## src/rtl/tdd_frame_sequencer_pkg.sv

```systemverilog
// ----------------------------------------------------------------------------
// tdd_frame_sequencer_pkg
// Shared types and constants for the TDD frame sequencer.
//   state_t            : sequencer state encoding, also driven on tdd_state
//   WINDOW_INDEX_WIDTH : bits needed to index up to MAX_WINDOW_COUNT windows
//   CHANNEL_INDEX_WIDTH: bits needed to index up to MAX_CHANNEL_COUNT channels
// ----------------------------------------------------------------------------
package tdd_frame_sequencer_pkg;

    typedef enum logic [1:0] {
        IDLE    = 2'd0,
        ARMED   = 2'd1,
        WAITING = 2'd2,
        RUNNING = 2'd3
    } state_t;

    localparam int MAX_WINDOW_COUNT    = 8;
    localparam int WINDOW_INDEX_WIDTH  = 3;
    localparam int MAX_CHANNEL_COUNT   = 32;
    localparam int CHANNEL_INDEX_WIDTH = 5;

endpackage

```

## src/rtl/tdd_frame_sequencer_channel.sv

```systemverilog
// ----------------------------------------------------------------------------
// tdd_frame_sequencer_channel
// One output channel: WINDOW_COUNT on/off windows compared against the frame
// counter, ORed, polarity-applied and registered.
// Ports:
//   clk, rst       : clock, asynchronous active-high reset
//   run            : sequencer is RUNNING and enabled; windows close otherwise
//   frame_wrap     : counter is at the last value of the frame this cycle
//   counter        : current frame counter
//   on_edges       : WINDOW_COUNT opening counter values, window 0 in the LSBs
//   off_edges      : WINDOW_COUNT closing counter values, same layout
//   ch_en, pol     : channel enable and idle polarity
//   level          : registered channel output
// ----------------------------------------------------------------------------
module tdd_frame_sequencer_channel
    import tdd_frame_sequencer_pkg::*;
#(
    parameter int   WINDOW_COUNT   = 2,
    parameter int   REGISTER_WIDTH = 32,
    parameter logic DEFAULT_LEVEL  = 1'b0
) (
    input  logic                                   clk,
    input  logic                                   rst,
    input  logic                                   run,
    input  logic                                   frame_wrap,
    input  logic [REGISTER_WIDTH-1:0]              counter,
    input  logic [WINDOW_COUNT*REGISTER_WIDTH-1:0] on_edges,
    input  logic [WINDOW_COUNT*REGISTER_WIDTH-1:0] off_edges,
    input  logic                                   ch_en,
    input  logic                                   pol,
    output logic                                   level
);

    logic [WINDOW_COUNT-1:0] win_r;
    logic [WINDOW_COUNT-1:0] win_s;
    logic                    level_r;

    // Next window state: a close (off match, frame wrap, not running) beats an open.
    always_comb begin
        win_s = win_r;
        for (int w = 0; w < WINDOW_COUNT; w++) begin
            if (!run || frame_wrap) begin
                win_s[w] = 1'b0;
            end else if (counter == off_edges[w*REGISTER_WIDTH +: REGISTER_WIDTH]) begin
                win_s[w] = 1'b0;
            end else if (counter == on_edges[w*REGISTER_WIDTH +: REGISTER_WIDTH]) begin
                win_s[w] = 1'b1;
            end else begin
                win_s[w] = win_r[w];
            end
        end
    end

    // Window state and output register; the output follows the window one cycle later.
    always_ff @(posedge clk or posedge rst) begin
        if (rst) begin
            win_r   <= '0;
            level_r <= DEFAULT_LEVEL;
        end else begin
            win_r <= win_s;
            if (ch_en) begin
                level_r <= (|win_s) ^ pol;
            end else begin
                level_r <= pol;
            end
        end
    end

    assign level = level_r;

endmodule

```

## src/rtl/tdd_frame_sequencer.sv

```systemverilog
// ----------------------------------------------------------------------------
// tdd_frame_sequencer
// TDD frame timing generator: after a sync it waits a start-up delay, then runs
// frames of a programmable length, opening per-channel on/off windows, for a
// burst of frames (0 = forever).
// Optional feature macro: TDD_FRAME_SEQUENCER_SHADOW_EN
//   defined   : cfg_* captured on cfg_commit into a pending set, applied in
//               IDLE/ARMED or at the next frame wrap; cfg_pending reports it.
//   undefined : cfg_* used directly, cfg_commit ignored, cfg_pending = 0.
// Ports:
//   clk, rst                 : clock, asynchronous active-high reset
//   enable, sync             : run enable, single-cycle start trigger
//   cfg_frame_length         : frame length in cycles (0 = 2^REGISTER_WIDTH)
//   cfg_startup_delay        : cycles between sync and the first frame
//   cfg_burst_count          : frames per burst (0 = infinite)
//   cfg_on, cfg_off          : window edges, channel-major, window-minor
//   cfg_ch_en, cfg_pol       : per-channel enable and idle polarity
//   cfg_commit, cfg_pending  : shadow update request / not yet applied
//   tdd_channel, tdd_active  : channel outputs, WAITING-or-RUNNING flag
//   tdd_counter, tdd_state   : current counter and state
//   frame_end                : one-cycle pulse after the last cycle of a frame
// ----------------------------------------------------------------------------
module tdd_frame_sequencer
    import tdd_frame_sequencer_pkg::*;
#(
    parameter int                       CHANNEL_COUNT     = 8,
    parameter int                       WINDOW_COUNT      = 2,
    parameter int                       REGISTER_WIDTH    = 32,
    parameter int                       BURST_COUNT_WIDTH = 32,
    parameter logic [CHANNEL_COUNT-1:0] DEFAULT_POLARITY  = '0
) (
    input  logic                                                clk,
    input  logic                                                rst,
    input  logic                                                enable,
    input  logic                                                sync,
    input  logic [REGISTER_WIDTH-1:0]                           cfg_frame_length,
    input  logic [REGISTER_WIDTH-1:0]                           cfg_startup_delay,
    input  logic [BURST_COUNT_WIDTH-1:0]                        cfg_burst_count,
    input  logic [CHANNEL_COUNT*WINDOW_COUNT*REGISTER_WIDTH-1:0] cfg_on,
    input  logic [CHANNEL_COUNT*WINDOW_COUNT*REGISTER_WIDTH-1:0] cfg_off,
    input  logic [CHANNEL_COUNT-1:0]                            cfg_ch_en,
    input  logic [CHANNEL_COUNT-1:0]                            cfg_pol,
    input  logic                                                cfg_commit,
    output logic                                                cfg_pending,
    output logic [CHANNEL_COUNT-1:0]                            tdd_channel,
    output logic                                                tdd_active,
    output logic [REGISTER_WIDTH-1:0]                           tdd_counter,
    output state_t                                              tdd_state,
    output logic                                                frame_end
);

    localparam int CH_EDGE_W = WINDOW_COUNT * REGISTER_WIDTH;
    localparam int EDGE_W    = CHANNEL_COUNT * CH_EDGE_W;
    localparam int CFG_W     = 2*REGISTER_WIDTH + BURST_COUNT_WIDTH + 2*EDGE_W + 2*CHANNEL_COUNT;
    // Active set after reset: all timing zero, channels disabled, idle polarity.
    localparam logic [CFG_W-1:0] CFG_RESET = {{(CFG_W-CHANNEL_COUNT){1'b0}}, DEFAULT_POLARITY};

    // Whole configuration handled as one bus so the shadow path is a plain register copy.
    logic [CFG_W-1:0]             cfg_bus_s;
    logic [CFG_W-1:0]             act_bus_s;
    logic [REGISTER_WIDTH-1:0]    act_frame_length_s;
    logic [REGISTER_WIDTH-1:0]    act_startup_delay_s;
    logic [BURST_COUNT_WIDTH-1:0] act_burst_count_s;
    logic [EDGE_W-1:0]            act_on_s;
    logic [EDGE_W-1:0]            act_off_s;
    logic [CHANNEL_COUNT-1:0]     act_ch_en_s;
    logic [CHANNEL_COUNT-1:0]     act_pol_s;

    state_t                       state_r;
    state_t                       state_s;
    logic [REGISTER_WIDTH-1:0]    counter_r;
    logic [REGISTER_WIDTH-1:0]    counter_s;
    logic [BURST_COUNT_WIDTH-1:0] burst_cnt_r;
    logic [BURST_COUNT_WIDTH-1:0] burst_cnt_s;
    logic [BURST_COUNT_WIDTH-1:0] burst_next_s;
    logic                         frame_end_r;
    logic                         frame_end_s;
    logic                         active_r;
    logic [REGISTER_WIDTH-1:0]    frame_last_s;
    logic [REGISTER_WIDTH-1:0]    delay_last_s;
    logic                         frame_wrap_s;
    logic                         run_s;

    assign cfg_bus_s = {cfg_frame_length, cfg_startup_delay, cfg_burst_count,
                        cfg_on, cfg_off, cfg_ch_en, cfg_pol};
    assign {act_frame_length_s, act_startup_delay_s, act_burst_count_s,
            act_on_s, act_off_s, act_ch_en_s, act_pol_s} = act_bus_s;

    // Length 0 makes frame_last all ones, i.e. a full 2^REGISTER_WIDTH frame.
    assign frame_last_s = act_frame_length_s - REGISTER_WIDTH'(1);
    assign delay_last_s = act_startup_delay_s - REGISTER_WIDTH'(1);
    assign frame_wrap_s = (state_r == RUNNING) && (counter_r == frame_last_s);
    assign burst_next_s = burst_cnt_r + BURST_COUNT_WIDTH'(1);
    assign run_s        = enable && (state_r == RUNNING);

`ifdef TDD_FRAME_SEQUENCER_SHADOW_EN
    logic [CFG_W-1:0] pend_bus_r;
    logic [CFG_W-1:0] act_bus_r;
    logic             pending_r;
    logic             apply_s;

    assign apply_s = pending_r &&
                     ((state_r == IDLE) || (state_r == ARMED) || frame_wrap_s);

    // Pending/active configuration; a commit coinciding with an apply refills pending.
    always_ff @(posedge clk or posedge rst) begin
        if (rst) begin
            pend_bus_r <= CFG_RESET;
            act_bus_r  <= CFG_RESET;
            pending_r  <= 1'b0;
        end else begin
            if (cfg_commit) begin
                pend_bus_r <= cfg_bus_s;
            end
            if (apply_s) begin
                act_bus_r <= pend_bus_r;
            end
            if (cfg_commit) begin
                pending_r <= 1'b1;
            end else if (apply_s) begin
                pending_r <= 1'b0;
            end
        end
    end

    assign act_bus_s   = act_bus_r;
    assign cfg_pending = pending_r;
`else
    logic unused_commit_s;

    assign unused_commit_s = cfg_commit;
    assign act_bus_s       = cfg_bus_s;
    assign cfg_pending     = 1'b0;
`endif

    // Next-state, counter, burst and frame_end decisions; enable low overrides all.
    always_comb begin
        state_s     = state_r;
        counter_s   = counter_r;
        burst_cnt_s = burst_cnt_r;
        frame_end_s = 1'b0;
        if (!enable) begin
            state_s   = IDLE;
            counter_s = '0;
        end else begin
            case (state_r)
                IDLE: begin
                    state_s   = ARMED;
                    counter_s = '0;
                end
                ARMED: begin
                    counter_s = '0;
                    if (sync) begin
                        burst_cnt_s = '0;
                        if (act_startup_delay_s != '0) begin
                            state_s = WAITING;
                        end else begin
                            state_s = RUNNING;
                        end
                    end else begin
                        state_s = ARMED;
                    end
                end
                WAITING: begin
                    if (counter_r == delay_last_s) begin
                        state_s   = RUNNING;
                        counter_s = '0;
                    end else begin
                        counter_s = counter_r + REGISTER_WIDTH'(1);
                    end
                end
                RUNNING: begin
                    if (frame_wrap_s) begin
                        counter_s   = '0;
                        frame_end_s = 1'b1;
                        burst_cnt_s = burst_next_s;
                        if ((act_burst_count_s != '0) && (burst_next_s == act_burst_count_s)) begin
                            state_s = ARMED;
                        end else begin
                            state_s = RUNNING;
                        end
                    end else begin
                        counter_s = counter_r + REGISTER_WIDTH'(1);
                    end
                end
                default: begin
                    state_s   = IDLE;
                    counter_s = '0;
                end
            endcase
        end
    end

    // Sequencer registers, including registered frame_end and tdd_active.
    always_ff @(posedge clk or posedge rst) begin
        if (rst) begin
            state_r     <= IDLE;
            counter_r   <= '0;
            burst_cnt_r <= '0;
            frame_end_r <= 1'b0;
            active_r    <= 1'b0;
        end else begin
            state_r     <= state_s;
            counter_r   <= counter_s;
            burst_cnt_r <= burst_cnt_s;
            frame_end_r <= frame_end_s;
            active_r    <= (state_s == WAITING) || (state_s == RUNNING);
        end
    end

    for (genvar c = 0; c < CHANNEL_COUNT; c++) begin : g_channel
        tdd_frame_sequencer_channel #(
            .WINDOW_COUNT   (WINDOW_COUNT),
            .REGISTER_WIDTH (REGISTER_WIDTH),
            .DEFAULT_LEVEL  (DEFAULT_POLARITY[c])
        ) u_channel (
            .clk        (clk),
            .rst        (rst),
            .run        (run_s),
            .frame_wrap (frame_wrap_s),
            .counter    (counter_r),
            .on_edges   (act_on_s[c*CH_EDGE_W +: CH_EDGE_W]),
            .off_edges  (act_off_s[c*CH_EDGE_W +: CH_EDGE_W]),
            .ch_en      (act_ch_en_s[c]),
            .pol        (act_pol_s[c]),
            .level      (tdd_channel[c])
        );
    end

    assign tdd_active  = active_r;
    assign tdd_counter = counter_r;
    assign tdd_state   = state_r;
    assign frame_end   = frame_end_r;

endmodule

```

## config.mk

```make
export PLATFORM = sky130hd
export DESIGN_NAME = tdd_frame_sequencer
export DESIGN_NICKNAME = d
export VERILOG_FILES = /design/src/rtl/tdd_frame_sequencer_pkg.sv /design/src/rtl/tdd_frame_sequencer_channel.sv /design/src/rtl/tdd_frame_sequencer.sv
export SDC_FILE = /design/constraint.sdc
export NUM_CORES = 1
export LEC_CHECK = 0
export BUFFER_PORTS_ARGS = -buffer_cell sky130_fd_sc_hd__buf_2
export CORE_AREA = 2 2 467 469
export CTS_BUF_LIST = sky130_fd_sc_hd__clkbuf_4
export CTS_CLUSTER_SIZE = 25
export DETAILED_ROUTE_END_ITERATION = 10
export DIE_AREA = 0 0 469 471
export MAX_ROUTING_LAYER = met4
export SYNTH_ARGS = -nofsm -noshare
export SYNTH_HDL_FRONTEND = slang
export SYNTH_HIERARCHICAL = 1
export SYNTH_SLANG_ARGS = --single-unit
```

## constraint.sdc

```tcl
create_clock -name clk -period 4.85 [get_ports clk]
set_input_delay 0.7275 -clock clk [delete_from_list [all_inputs] [get_ports clk]]
set_output_delay 0.7275 -clock clk [all_outputs]
set_load 0.005 [all_outputs]
```

==> flow_metrics.env <==
export IMPL_hold_class="input pin to flop"
export IMPL_ys_types=90
export IMPL_placed_area_sq_um=30670
export IMPL_cap_violations=0
export IMPL_post_route_period_util_pct=79.84
export IMPL_clk_latency_ns=0.73
export IMPL_fin_setup_tns_ns=0
export IMPL_yosys_top_cells_area="xnor2_1 41%, dfrtp_1 11%, nand4_1 7.9%"
export IMPL_cp_slowest_stage_delay_ns=0.72
export IMPL_grt_use_total_pct=15.92
export IMPL_grt_pass1_wl_um=226600
export IMPL_cts_tree="built"
export IMPL_wl_per_cell_um=27.34
export IMPL_worstPathMaxFanout=17
export IMPL_slew_headroom_pct=17.64
export IMPL_gr_total_overflow=0
export IMPL_dp_hpwl_um=146900
export IMPL_grt_pass1_vias=24580
export IMPL_power_leakage_nw=10.85
export IMPL_antenna_found_initial=79
export IMPL_synth_seq_area_share_pct=10.61
export IMPL_fin_crit_ns=3.872
export IMPL_irDropWorstVdd_uv=110.9
export IMPL_ys_warn_count=6
export IMPL_cts_sinks=92
export IMPL_rrSetupSlack_ns=0.98
export IMPL_ys_ff_latch=92
export IMPL_syn_cell_area_sq_um=21700
export IMPL_gp_congestion=0.9730
export IMPL_final_common_cell="buf_2"
export IMPL_cts_setup_buffers=0
export IMPL_io_pins=1186
export IMPL_crit_family="simple AND/OR/NAND/NOR gates"
export IMPL_fp_row_count=171
export IMPL_synthFlopType="dfrtp_1"
export IMPL_outcome="finished, final reports clean"
export IMPL_finalWorstSetupSlack_ns=0.9775
export IMPL_htreeDepth=3
export IMPL_area_growth_pct=42.68
export IMPL_die_height_um=471
export IMPL_initial_core_util_pct=10.04
export IMPL_worstPathCellList="nor2b_1, or3_1, a31oi_1, nand4_1, nor4b_1, buf_4, nand4_1, nor4_2, buf_12, or2b_2, a311oi_1, a32oi_1, xnor2_1"
export IMPL_drt_iter0_markers=2647
export IMPL_tightest_slew_ns=1.224
export IMPL_grt_max_degree=51
export IMPL_pwr_density_cell_nw_per_um2=91.12
export IMPL_core_area_sq_um=216100
export IMPL_synth_fp_nets=3806
export IMPL_layout_common_cells="1183 x buf_2, 1028 x xnor2_1, 273 x nand4_1, 130 x xor2_1, 129 x nor2_1"
export IMPL_holdWs_ns=0.1603
export IMPL_drt_total_wl_um=180900
export IMPL_rsz0062_at_grt="false"
export IMPL_crit_required_ns=5.43
export IMPL_timing_fmax_ghz=0.2582
export IMPL_crit_type="flop to flop"
export IMPL_end_kind="flop"
export IMPL_netlist_area_leader_share_pct=41.50
export IMPL_port_buffers=1183
export IMPL_ant_nets=0
export IMPL_start_kind="flop"
export IMPL_vias_per_cell=3.884
export IMPL_dr_pass1_iters=6
export IMPL_arrival_ns=4.45
export IMPL_vias=25710
export IMPL_cts_path_max_buffers=2
export IMPL_drc=0
export IMPL_ctsResizeCount=0
export IMPL_async_flop_share_pct=100.0
export IMPL_slew_viol_final=0
export IMPL_syn_inst=2661
export IMPL_nFillCells=25060
export IMPL_nNetsFinal=4854
export IMPL_post_route_cell_area_sq_um=30960
export IMPL_hold_viol_final=0
export IMPL_synth_edff_count=0
export IMPL_drive_gt1_share_pct=39.55
export IMPL_dpl_worst_slack_ns=0.4286
export IMPL_synth_area_per_cell_sq_um=8.153
export IMPL_cp_num_buf_inv=2
export IMPL_slowest_stage="dfrtp_4"
export IMPL_setup_violations=0
export IMPL_cpMostUsedCell="nand4_1"
export IMPL_p_total_mw=2.821
export IMPL_cts_buffers=9
export IMPL_die_area_sq_um=220900
export IMPL_dieWidth_um=469
export IMPL_clkTransAtPathRegs_ns=0.32
export IMPL_finalClockSkew_ns=0.1069
export IMPL_cts_root_buffer="clkbuf_4"
export IMPL_synth_top_cell_by_area="xnor2_1"
synthesized netlist by cell type, drive strengths merged, types with 10 or more instances:
library cell	count
xnor2	1060
buf	212
nand2	99
nand3	55
and3	17
a21oi	28
dfrtp	92
a41oi	11
a41o	16
a31oi	30
and4	17
a311oi	18
o21ai	57
nor2	130
clkbuf	47
xor2	130
nor3	43
nor4	86
a21o	10
nand2b	12
inv	38
nand4	275
or4	13
o31ai	14
path summary, 6_finish.rpt:
check	cells past startpoint	start	endpoint
worst max-delay path	13	tdd_counter[2]	g_channel[1].u_channel/level
worst min-delay path	2	cfg_pol[5]	g_channel[5].u_channel/level
worst max register to register	13	tdd_counter[2]	g_channel[1].u_channel/level
worst min register to register	1	burst_cnt_r[16]	burst_cnt_r[16]
max in group asynchronous	4	rst	tdd_counter[0]
min in group asynchronous	3	rst	tdd_counter[26]
registers in the layout, indices dropped and copies added (netlist names):
name	flops
g_channel.u_channel/level	8
burst_cnt_r	32
frame_end	1
tdd_counter	32
tdd_state	2
tdd_active	1
g_channel.u_channel/win_r	16
logic make-up after synthesis:
group,Yosys count,share of synthesized area [%]
buffers and inverters,297,8.253
other,1,0.01728
multiplexers,13,0.6228
AND/OR/NAND/NOR,815,21.99
AO/OA/AOI/OAI,248,8.610
adder cells (fa/ha/maj),4,0.2307
flip-flops,92,10.61
XOR/XNOR,1191,49.67
timing repair:
| item | 4_1_cts | 5_1_grt |
|---|---|---|
| hold buffers | 3 | 0 |
| hold endpoints to repair | 3 | 0 |
| setup endpoints to repair | 0 | 0 |
final cells by class:
type                       instances  area (sq um)  area share [%]
antenna                           51         127.6          0.4123
clock buffer                       9         67.56          0.2183
clock inverter                     7         61.31          0.1981
inverter                          38         142.6          0.4608
multi-input combinational       2272         17620           56.93
sequential                        92          2422           7.825
tap                             2854          3571           11.54
timing repair buffer            1296          6939           22.42
metrics by stage:
step           std cells  util, %
2_1_floorplan       2661        -
3_3_place_gp        6549    14.19
3_5_place_dp        6549    14.19
4_1_cts             6568    14.27
5_1_grt             6601    14.30
6_report            6619    14.33
layer usage:
metal	GRT usage (%)	vias to the layer above	share of wire [%]
met4	4.210	0	2.9
met1	19.13	12290	40
met3	4.722	252	10
li1	-	11350	-
met2	25.72	1815	47
met5	-	-	0
power by group:
group	total (mW)	switching, mW	internal (mW)
Clock	0.592	0.479	0.113
Combinational	1.44	0.709	0.733
Sequential	0.787	0.0110	0.776
Power figures use the tool's default switching activity.
